==> src/rtl/timer_ctrl_pkg.sv <==
// rtl/timer_ctrl_pkg.sv - shared state encodings, defaults and width helper for the timer arbiter
package timer_ctrl_pkg;

  localparam logic [1:0] ST_IDLE    = 2'd0;
  localparam logic [1:0] ST_LOAD    = 2'd1;
  localparam logic [1:0] ST_RUN     = 2'd2;
  localparam logic [1:0] ST_EXPIRED = 2'd3;

  localparam int DEF_CNT_W  = 3;
  localparam int DEF_THRESH = 4;

  // Index width for n items, never below one bit so a 2-entry pool still gets a real register.
  function automatic int idx_width(input int n);
    int w;
    w = 1;
    while ((1 << w) < n) w++;
    return w;
  endfunction

endpackage

==> src/rtl/timer_share_arbiter_if.sv <==
// rtl/timer_share_arbiter_if.sv - request/grant bundle between requesters and the shared timer
interface timer_share_arbiter_if import timer_ctrl_pkg::*; #(
  parameter int N_REQ = 2,
  parameter int CNT_W = DEF_CNT_W
);

  logic             tick;
  logic [N_REQ-1:0] req;
  logic [N_REQ-1:0] release_pulse;
  logic [N_REQ-1:0] grant;
  logic [N_REQ-1:0] expired;
  logic             busy;
  logic [CNT_W-1:0] count;

  modport master (
    output tick, req, release_pulse,
    input  grant, expired, busy, count
  );

  modport slave (
    input  tick, req, release_pulse,
    output grant, expired, busy, count
  );

endinterface

==> src/rtl/sat_timeout_counter.sv <==
// rtl/sat_timeout_counter.sv - up counter that sticks at all-ones instead of wrapping
module sat_timeout_counter #(
  parameter int CNT_W = 3
) (
  input  logic             clock,
  input  logic             clear,
  input  logic             enable,
  output logic [CNT_W-1:0] count
);

  localparam logic [CNT_W-1:0] SAT = {CNT_W{1'b1}};

  always_ff @(posedge clock) begin
    if (clear) begin
      count <= '0;
    end else if (enable && (count != SAT)) begin
      count <= count + CNT_W'(1);
    end
  end

endmodule

==> src/rtl/timer_share_arbiter.sv <==
// rtl/timer_share_arbiter.sv - round-robin owner of one saturating timeout counter
module timer_share_arbiter import timer_ctrl_pkg::*; #(
  parameter int N_REQ  = 2,
  parameter int CNT_W  = DEF_CNT_W,
  parameter int THRESH = DEF_THRESH
) (
  input logic                  clock,
  input logic                  clear,
  timer_share_arbiter_if.slave bus
);

  localparam int               OW  = idx_width(N_REQ);
  localparam logic [N_REQ-1:0] ONE = {{(N_REQ-1){1'b0}}, 1'b1};

  logic [1:0]       state;
  logic [OW-1:0]    owner;
  logic [OW-1:0]    last_owner;
  logic [OW-1:0]    sel_idx;
  logic [OW-1:0]    cand;
  logic             sel_found;
  logic             owner_active;
  logic             owner_exit;
  logic             cnt_clear;
  logic             cnt_en;
  logic [CNT_W-1:0] count;
  logic [N_REQ-1:0] grant_q;
  logic [N_REQ-1:0] expired_q;

  // Search starts one past the previous owner, so a releasing owner yields to any other waiter.
  always_comb begin
    sel_found = 1'b0;
    sel_idx   = '0;
    cand      = '0;
    for (int k = 0; k < N_REQ; k++) begin
      cand = OW'((int'(last_owner) + 1 + k) % N_REQ);
      if (!sel_found && bus.req[cand]) begin
        sel_found = 1'b1;
        sel_idx   = cand;
      end
    end
  end

  assign owner_active = (state == ST_RUN) || (state == ST_EXPIRED);
  assign owner_exit   = owner_active && (bus.release_pulse[owner] || !bus.req[owner]);
  assign cnt_clear    = clear || (state == ST_LOAD);
  // Count freezes on the exit edge so software can read where the owner stopped.
  assign cnt_en       = bus.tick && owner_active && !owner_exit;

  sat_timeout_counter #(
    .CNT_W(CNT_W)
  ) u_counter (
    .clock (clock),
    .clear (cnt_clear),
    .enable(cnt_en),
    .count (count)
  );

  always_ff @(posedge clock) begin
    if (clear) begin
      state      <= ST_IDLE;
      owner      <= '0;
      last_owner <= OW'(N_REQ - 1);
      grant_q    <= '0;
      expired_q  <= '0;
    end else begin
      case (state)
        ST_IDLE: begin
          if (sel_found) begin
            state   <= ST_LOAD;
            owner   <= sel_idx;
            grant_q <= ONE << sel_idx;
          end
        end
        ST_LOAD: begin
          state <= ST_RUN;
        end
        ST_RUN, ST_EXPIRED: begin
          if (owner_exit) begin
            state      <= ST_IDLE;
            last_owner <= owner;
            grant_q    <= '0;
            expired_q  <= '0;
          end else if ((state == ST_RUN) && (count >= CNT_W'(THRESH))) begin
            state     <= ST_EXPIRED;
            expired_q <= ONE << owner;
          end
        end
        default: begin
          state     <= ST_IDLE;
          grant_q   <= '0;
          expired_q <= '0;
        end
      endcase
    end
  end

  assign bus.grant   = grant_q;
  assign bus.expired = expired_q;
  assign bus.busy    = (state != ST_IDLE);
  assign bus.count   = count;

endmodule

==> src/flat_wrapper.sv <==
// flat-port wrapper written by rule: the top's interface ports become plain ports
module timer_share_arbiter_flat import timer_ctrl_pkg::*;
#(
  parameter int N_REQ  = 2,
  parameter int CNT_W  = DEF_CNT_W,
  parameter int THRESH = DEF_THRESH
)
  (clock, clear, bus_tick, bus_req, bus_release_pulse, bus_grant, bus_expired, bus_busy, bus_count);
  timer_share_arbiter_if #(.N_REQ(N_REQ), .CNT_W(CNT_W)) bus_i ();
  input logic clock;
  input logic clear;
  input wire logic [$bits(bus_i.tick)-1:0] bus_tick;
  input wire logic [$bits(bus_i.req)-1:0] bus_req;
  input wire logic [$bits(bus_i.release_pulse)-1:0] bus_release_pulse;
  output wire logic [$bits(bus_i.grant)-1:0] bus_grant;
  output wire logic [$bits(bus_i.expired)-1:0] bus_expired;
  output wire logic [$bits(bus_i.busy)-1:0] bus_busy;
  output wire logic [$bits(bus_i.count)-1:0] bus_count;
  assign bus_i.tick = bus_tick;
  assign bus_i.req = bus_req;
  assign bus_i.release_pulse = bus_release_pulse;
  assign bus_grant = bus_i.grant;
  assign bus_expired = bus_i.expired;
  assign bus_busy = bus_i.busy;
  assign bus_count = bus_i.count;
  timer_share_arbiter #(.N_REQ(N_REQ), .CNT_W(CNT_W), .THRESH(THRESH)) u_core (.clock(clock), .clear(clear), .bus(bus_i));
endmodule
==> config.mk <==
export PLATFORM = sky130hd
export DESIGN_NAME = timer_share_arbiter_flat
export DESIGN_NICKNAME = d
export VERILOG_FILES = /design/src/rtl/timer_ctrl_pkg.sv /design/src/rtl/timer_share_arbiter_if.sv /design/src/rtl/sat_timeout_counter.sv /design/src/rtl/timer_share_arbiter.sv /design/src/flat_wrapper.sv
export SDC_FILE = /design/constraint.sdc
export NUM_CORES = 1
export LEC_CHECK = 0
export ABC_AREA = 1
export CAP_MARGIN = 40
export CORE_AREA = 2 2 39 41
export DETAILED_ROUTE_END_ITERATION = 12
export DIE_AREA = 0 0 41 43
export DONT_BUFFER_PORTS = 1
export GPL_TIMING_DRIVEN = 0
export HOLD_SLACK_MARGIN = 0.12
export PLACE_DENSITY = 0.54
export SLEW_MARGIN = 0
export SYNTH_ARGS = -nofsm -noshare
export SYNTH_HDL_FRONTEND = slang
export SYNTH_SLANG_ARGS = --single-unit
==> constraint.sdc <==
create_clock -name clock -period 1.7 [get_ports clock]
set_input_delay 0.17 -clock clock [delete_from_list [all_inputs] [get_ports clock]]
set_output_delay 0.17 -clock clock [all_outputs]
set_load 0.05 [all_outputs]
==> impl_metrics.env, run 1 <==
export IMPL_setup_violations=0
export IMPL_path_max_fanout=4
export IMPL_setup_slack_ns=0.164
export IMPL_critPathKind="in -> reg"
export IMPL_synth_most_common_cell="nand2_1"
export IMPL_viasPerCell=4.79
export IMPL_grt_pass1_vias=485
export IMPL_initial_core_util=0.406
export IMPL_seq_area_sq_um=223
export IMPL_status="completed"
export IMPL_worst_pin_slew_ns=0.562
export IMPL_rsz0062_at_grt="false"
export IMPL_synth_seq_cells=11
export IMPL_crit_top_cell="dlygate4sd3_1"
export IMPL_post_cts_setup_buffers=0
export IMPL_dr_pass1_iters=4
export IMPL_max_clock_freq_mhz=651
export IMPL_pin_count=15
export IMPL_synth_top_cell_area_share=0.392
export IMPL_yosys_area_top_type="dfxtp_1"
export IMPL_slew_headroom=0.625
export IMPL_final_period_utilization=0.904
export IMPL_synth_warnings=0
export IMPL_grt_max_degree=10
export IMPL_final_max_slew_violation_count=0
export IMPL_die_w_um=41
export IMPL_critPathSlowestCell="dlygate4sd3_1"
export IMPL_fillerInstances=153
export IMPL_drv_cap=0
export IMPL_globalRouteOverflowTotal=0
export IMPL_dp_hpwl_um=829
export IMPL_final_hold_viol_count=0
export IMPL_netlist_instances=79
export IMPL_max_stage_delay_ns=0.56
export IMPL_avgSynthCellArea_sq_um=7.11
export IMPL_post_drt_wl_per_cell_um=10.7
export IMPL_dpl_cell_area_sq_um=582
export IMPL_rows=14
export IMPL_hp_class="in -> reg"
export IMPL_synth_edf_count=0
export IMPL_route_detailed_drc=0
export IMPL_postLayoutCellArea_sq_um=648
export IMPL_clockBufferDepth=2
export IMPL_die_height_um=43
export IMPL_synth_area_leaders="dfxtp_1, nand2_1, inv_1"
export IMPL_cp_required_ns=1.86
export IMPL_antenna_found_initial=0
export IMPL_ir_worst_vdd_uv=451
export IMPL_synth_flop_cell="dfxtp_1"
export IMPL_area_delta_synth_final_pct=15.4
export IMPL_multi_input_area_sq_um=282
export IMPL_drive_above_1_share=0.186
export IMPL_htreeDepth=1
export IMPL_leakage_nw=0.294
export IMPL_power_density_nw_per_um2=1010
export IMPL_p_total_w=0.000656
export IMPL_dieArea_sq_um=1760
export IMPL_ant_nets=0
export IMPL_core_area_sq_um=1380
export IMPL_grt_usage=0.157
export IMPL_finalCriticalPeriod_ns=1.54
export IMPL_synthesis_nets=88
export IMPL_clockRootBuffer="clkbuf_4"
export IMPL_synth_common_cells="nand2_1, inv_1, dfxtp_1"
export IMPL_cts_sinks=11
export IMPL_place_congestion=0.754
export IMPL_yosysSeqAreaShare=0.392
export IMPL_cts_buffers=3
export IMPL_fin_worst_skew_ns=0.000581
export IMPL_dpl_worst_slack_ns=0.0765
export IMPL_routed_wirelength_mm=1.09
export IMPL_drt_iter0_drc=12
export IMPL_clk_latency_ns=0.27
export IMPL_grt_pass1_wl_mm=1.84
export IMPL_async_flop_share=0
export IMPL_synthDistinctLibCells=17
export IMPL_portBuffers=0
export IMPL_startpoint_type="input pin"
export IMPL_netlist_area_sq_um=562
export IMPL_holdWs_ns=0.120
export IMPL_crit_path_end_kind="flip-flop"
export IMPL_cp_cell_sequence="dlygate4sd3_1, o21ai_2, inv_1, nand2_1, a21oi_1, dlygate4sd3_1"
export IMPL_diodes=0
export IMPL_cts_tree="built"
export IMPL_crit_arrival_ns=1.69
export IMPL_dr_total_vias=489
export IMPL_fin_tns_setup_ns=0
export IMPL_path_clk_slew_ns=0.07
export IMPL_nets=96
==> metal layers <==
| layer | part of all wire | vias to the layer above | GRT usage |
|---|---|---|---|
| met3 | 0.064 | 2 | 0.0628 |
| met2 | 0.49 | 11 | 0.228 |
| met4 | 0.012 | 0 | 0.0800 |
| met5 | 0 | - | 0 |
| met1 | 0.43 | 211 | 0.191 |
| li1 | - | 265 | - |
==> sequential cells by signal (all words and copies together), names as in the netlist <==
name	cells
u_core.bus.expired	2
u_core.owner	1
u_core.state	2
u_core.last_owner	1
u_core.u_counter.count	3
u_core.bus.grant	2
==> worst paths after layout <==
check | start | slack, ns | to | cells after the start
min reg2reg | u_core.last_owner | 0.46 | u_core.last_owner | 2
max | bus_req[1] | 0.16 | u_core.bus.grant[0] | 6
min | bus_req[0] | 0.12 | u_core.owner | 3
max reg2reg | u_core.bus.grant[0] | 0.17 | u_core.bus.grant[0] | 3
==> layout by cell type (no fill, tap or decap), drive strengths merged <==
cell type / n
nand2: 19
inv: 15
dfxtp: 11
nor2: 10
nand3: 7
a21oi: 6
nand4: 4
clkbuf: 4
dlygate4sd3: 3
ha: 2
o21ai: 2
buf: 1
nor3: 1
or2: 1
==> repair_timing <==
| action | 4_1_cts | 5_1_grt |
|---|---|---|
| gates resized for setup | 0 | 4 |
| endpoints found under the hold margin | 8 | 0 |
| setup endpoints to repair | 0 | 4 |
| hold buffers | 3 | 0 |
==> through the flow <==
stage / util / cells
after floorplan: - / 79
after global placement: 0.420 / 95
after detailed placement: 0.420 / 95
after CTS: 0.461 / 102
after global routing: 0.468 / 102
final: 0.468 / 102
==> layout make-up <==
class | instances | area share
Inverter | 15 | 0.0869
Clock buffer | 4 | 0.0405
Multi-Input combinational cell | 52 | 0.434
Tap cell | 16 | 0.0309
Timing Repair Buffer | 3 | 0.0463
Sequential cell | 11 | 0.344
Buffer | 1 | 0.0174
==> where the power goes <==
| group | internal [W] | total [W] | switching (W) |
|---|---|---|---|
| clock | 0.0000908 | 0.000179 | 0.0000879 |
| sequential | 0.000280 | 0.000325 | 0.0000454 |
| combinational | 0.0000520 | 0.000152 | 0.000100 |
| total | 0.000423 | 0.000656 | 0.000233 |
==> cell families after synthesis <==
logic type / after synthesis / share of synthesized area
buffers and inverters: 16 / 0.120
AO/OA/AOI/OAI: 8 / 0.0779
flip-flops: 11 / 0.392
adder cells (fa/ha/maj): 2 / 0.0445
AND/OR/NAND/NOR: 42 / 0.365
==> worst max-delay path: cells and delay by family <==
kind / cells / cell delay [ns]
compound gates: 2 / 0.25
buf+inv: 3 / 1.20
simple gates: 1 / 0.06
No activity file was read; power rests on OpenSTA's default activity.
==> inputs of run 2 (changes only) <==
- CTS_CLUSTER_DIAMETER: not set -> 40
- SYNTH_HIERARCHICAL: not set -> 1
==> run 2 against run 1 <==
  * Non-clock buffer count decreased by 2
  * Largest power group unchanged
  * Clock skew about the same
  * Critical path type is now reg -> reg
  * First-iteration DRC count decreased by 25%
  * Die area unchanged
  * Fmax increased by 4.8%
==> impl_metrics.env, run 2 <==
export IMPL_status="completed"
export IMPL_max_clock_freq_mhz=682
export IMPL_die_w_um=41
export IMPL_htreeDepth=1
export IMPL_dr_pass1_iters=3
export IMPL_final_common_cell="inv_1"
export IMPL_path_max_fanout=4
export IMPL_synth_flop_cell="dfxtp_1"
export IMPL_p_total_w=0.000714
export IMPL_cts_tree="built"
export IMPL_diodes=0
export IMPL_cts_buffers=3
export IMPL_dieArea_sq_um=1760
export IMPL_place_congestion=0.763
export IMPL_ff2ff_path_depth=6
export IMPL_crit_path_end_kind="flip-flop"
export IMPL_fin_worst_skew_ns=0.000677
export IMPL_ir_worst_vdd_uv=597
export IMPL_cts_hold_buf=2
export IMPL_globalRouteOverflowTotal=0
export IMPL_pin_count=15
export IMPL_synthXorXnorAreaFrac=0
export IMPL_crit_top_cell="ha_1"
export IMPL_grt_usage=0.168
export IMPL_dpl_worst_slack_ns=0.240
export IMPL_cts_resized=0
export IMPL_synth_simple_area_share=0.368
export IMPL_viasPerCell=4.90
export IMPL_synth_area_leaders="dfxtp_1, nand3_1, inv_1"
export IMPL_dp_hpwl_um=882
export IMPL_synth_seq_cells=11
export IMPL_final_max_slew_violation_count=0
export IMPL_core_area_sq_um=1380
export IMPL_die_height_um=43
export IMPL_hold_depth=3
export IMPL_yosys_area_top_type="dfxtp_1"
export IMPL_cp_required_ns=1.87
export IMPL_critPathSlowestCell="dfxtp_1"
export IMPL_synthMuxAreaShare=0
export IMPL_rsz0062_at_grt="false"
export IMPL_synthesis_nets=91
export IMPL_startpoint_type="flip-flop"
export IMPL_cp_cell_sequence="ha_1, ha_1, inv_1, nand3_1, nand2_1, nor2_1"
export IMPL_area_delta_synth_final_pct=12.0
export IMPL_synth_edf_count=0
export IMPL_post_drt_wl_per_cell_um=11.2
export IMPL_synthDistinctLibCells=16
export IMPL_hp_class="in -> reg"
export IMPL_final_period_utilization=0.863
export IMPL_slew_headroom=0.610
export IMPL_regMostFlops="u_core/u_counter/count"
export IMPL_antenna_found_initial=0
export IMPL_grt_pass1_vias=494
export IMPL_leakage_nw=0.292
export IMPL_critPathKind="reg -> reg"
export IMPL_setup_violations=0
export IMPL_drive_above_1_share=0.148
export IMPL_post_cts_setup_buffers=0
export IMPL_routed_wirelength_mm=1.17
export IMPL_portBuffers=0
export IMPL_synth_fa_ha_area_frac=0.0443
export IMPL_worst_pin_slew_ns=0.584
export IMPL_dr_total_vias=510
export IMPL_power_density_nw_per_um2=1130
export IMPL_synth_top_family_by_area="simple AND/OR/NAND/NOR gates"
export IMPL_rows=14
export IMPL_cpLargestDelayFamily="flip-flops"
export IMPL_worst_path_buf_inv=1
export IMPL_synth_common_cells="inv_1, nand2_1, nand3_1"
export IMPL_netlist_area_sq_um=564
export IMPL_synth_most_common_cell="inv_1"
export IMPL_synth_compound_area_frac=0.0909
export IMPL_synth_warnings=6
export IMPL_clockRootBuffer="clkbuf_4"
export IMPL_largest_reg_flops=3
export IMPL_avgSynthCellArea_sq_um=6.88
export IMPL_clk_latency_ns=0.27
export IMPL_max_stage_delay_ns=0.69
export IMPL_synth_top_cell_area_share=0.390
export IMPL_grt_pass1_wl_mm=2.00
export IMPL_drv_cap=0
export IMPL_setup_slack_ns=0.234
export IMPL_ant_nets=0
export IMPL_final_hold_viol_count=0
export IMPL_drt_iter0_drc=9
export IMPL_layout_common_cells="inv_1, nand2_1, nand3_1"
export IMPL_async_flop_share=0
export IMPL_netlist_instances=82
export IMPL_crit_arrival_ns=1.64
export IMPL_cts_sinks=11
export IMPL_nets=98
export IMPL_initial_core_util=0.408
export IMPL_fin_tns_setup_ns=0
export IMPL_finalCriticalPeriod_ns=1.47
export IMPL_path_depth=6
export IMPL_path_clk_slew_ns=0.07
export IMPL_route_detailed_drc=0
export IMPL_yosysSeqAreaShare=0.390
export IMPL_grt_max_degree=9
export IMPL_clockBufferDepth=2
## run 2: cell types whose count changed in the layout (fill, tap and decap cells not counted), moves of 2 or more
cell / delta
nor2_1: +2
nand3_1: +8
nand2_2: +2
dfxtp_2: -2
dfxtp_1: +2
nand4_1: -2
nand2_1: -5
nand3_2: -2
## run 2: worst paths after layout
path | start | to | slack, ns
setup / recovery | u_core/u_counter/count[0] | u_core/u_counter/count[2] | 0.23
hold / removal | bus_req[1] | u_core/bus.grant[0] | 0.16
setup reg to reg | u_core/u_counter/count[0] | u_core/u_counter/count[2] | 0.23
hold reg to reg | u_core/last_owner | u_core/last_owner | 0.52
## run 2: report_power, final
group	internal [W]	switching (W)
clock	0.0000871	0.0000913
sequential	0.000287	0.0000663
combinational	0.0000539	0.000128
total	0.000428	0.000286
## run 2: layout make-up
class,count,area (sq um)
flip-flops and latches,11,220
repair buffers,2,20.0
multi-input cells,55,284
clock inverters,1,5.00
clock buffers,3,22.5
fillers,149,752
inverters,16,60.1
well taps,16,20.0
## run 2: per-layer routing
| layer | up-vias | routed length, um | GRT usage |
|---|---|---|---|
| li1 | 275 | - | - |
| met1 | 226 | 552 | 0.212 |
| met2 | 9 | 546 | 0.247 |
| met3 | 0 | 68 | 0.0995 |
| met4 | 0 | 0 | 0.0200 |
| met5 | - | 0 | 0 |
## run 2: through the flow
step                      utilization  area (sq um)  hold WS (ns)  cells
final                           0.457           632         0.162    104
after global routing            0.457           632         0.193    104
after CTS                       0.457           632         0.147    104
after detailed placement        0.422           584         0.244     98
after global placement          0.422           584         0.241     98
after floorplan                     -           564         0.239     82
## run 2: tightest hold or removal path: cells and delay by family
kind               cells  cell delay, ns
AOI/OAI and AO/OA      2            0.16
and+or+nand+nor        1            0.06
## run 2: cells by family after synthesis
family / after synthesis
and+or+nand+nor: 44
buffers and inverters: 16
DFF: 11
AOI/OAI and AO/OA: 9
adders and majority gates: 2
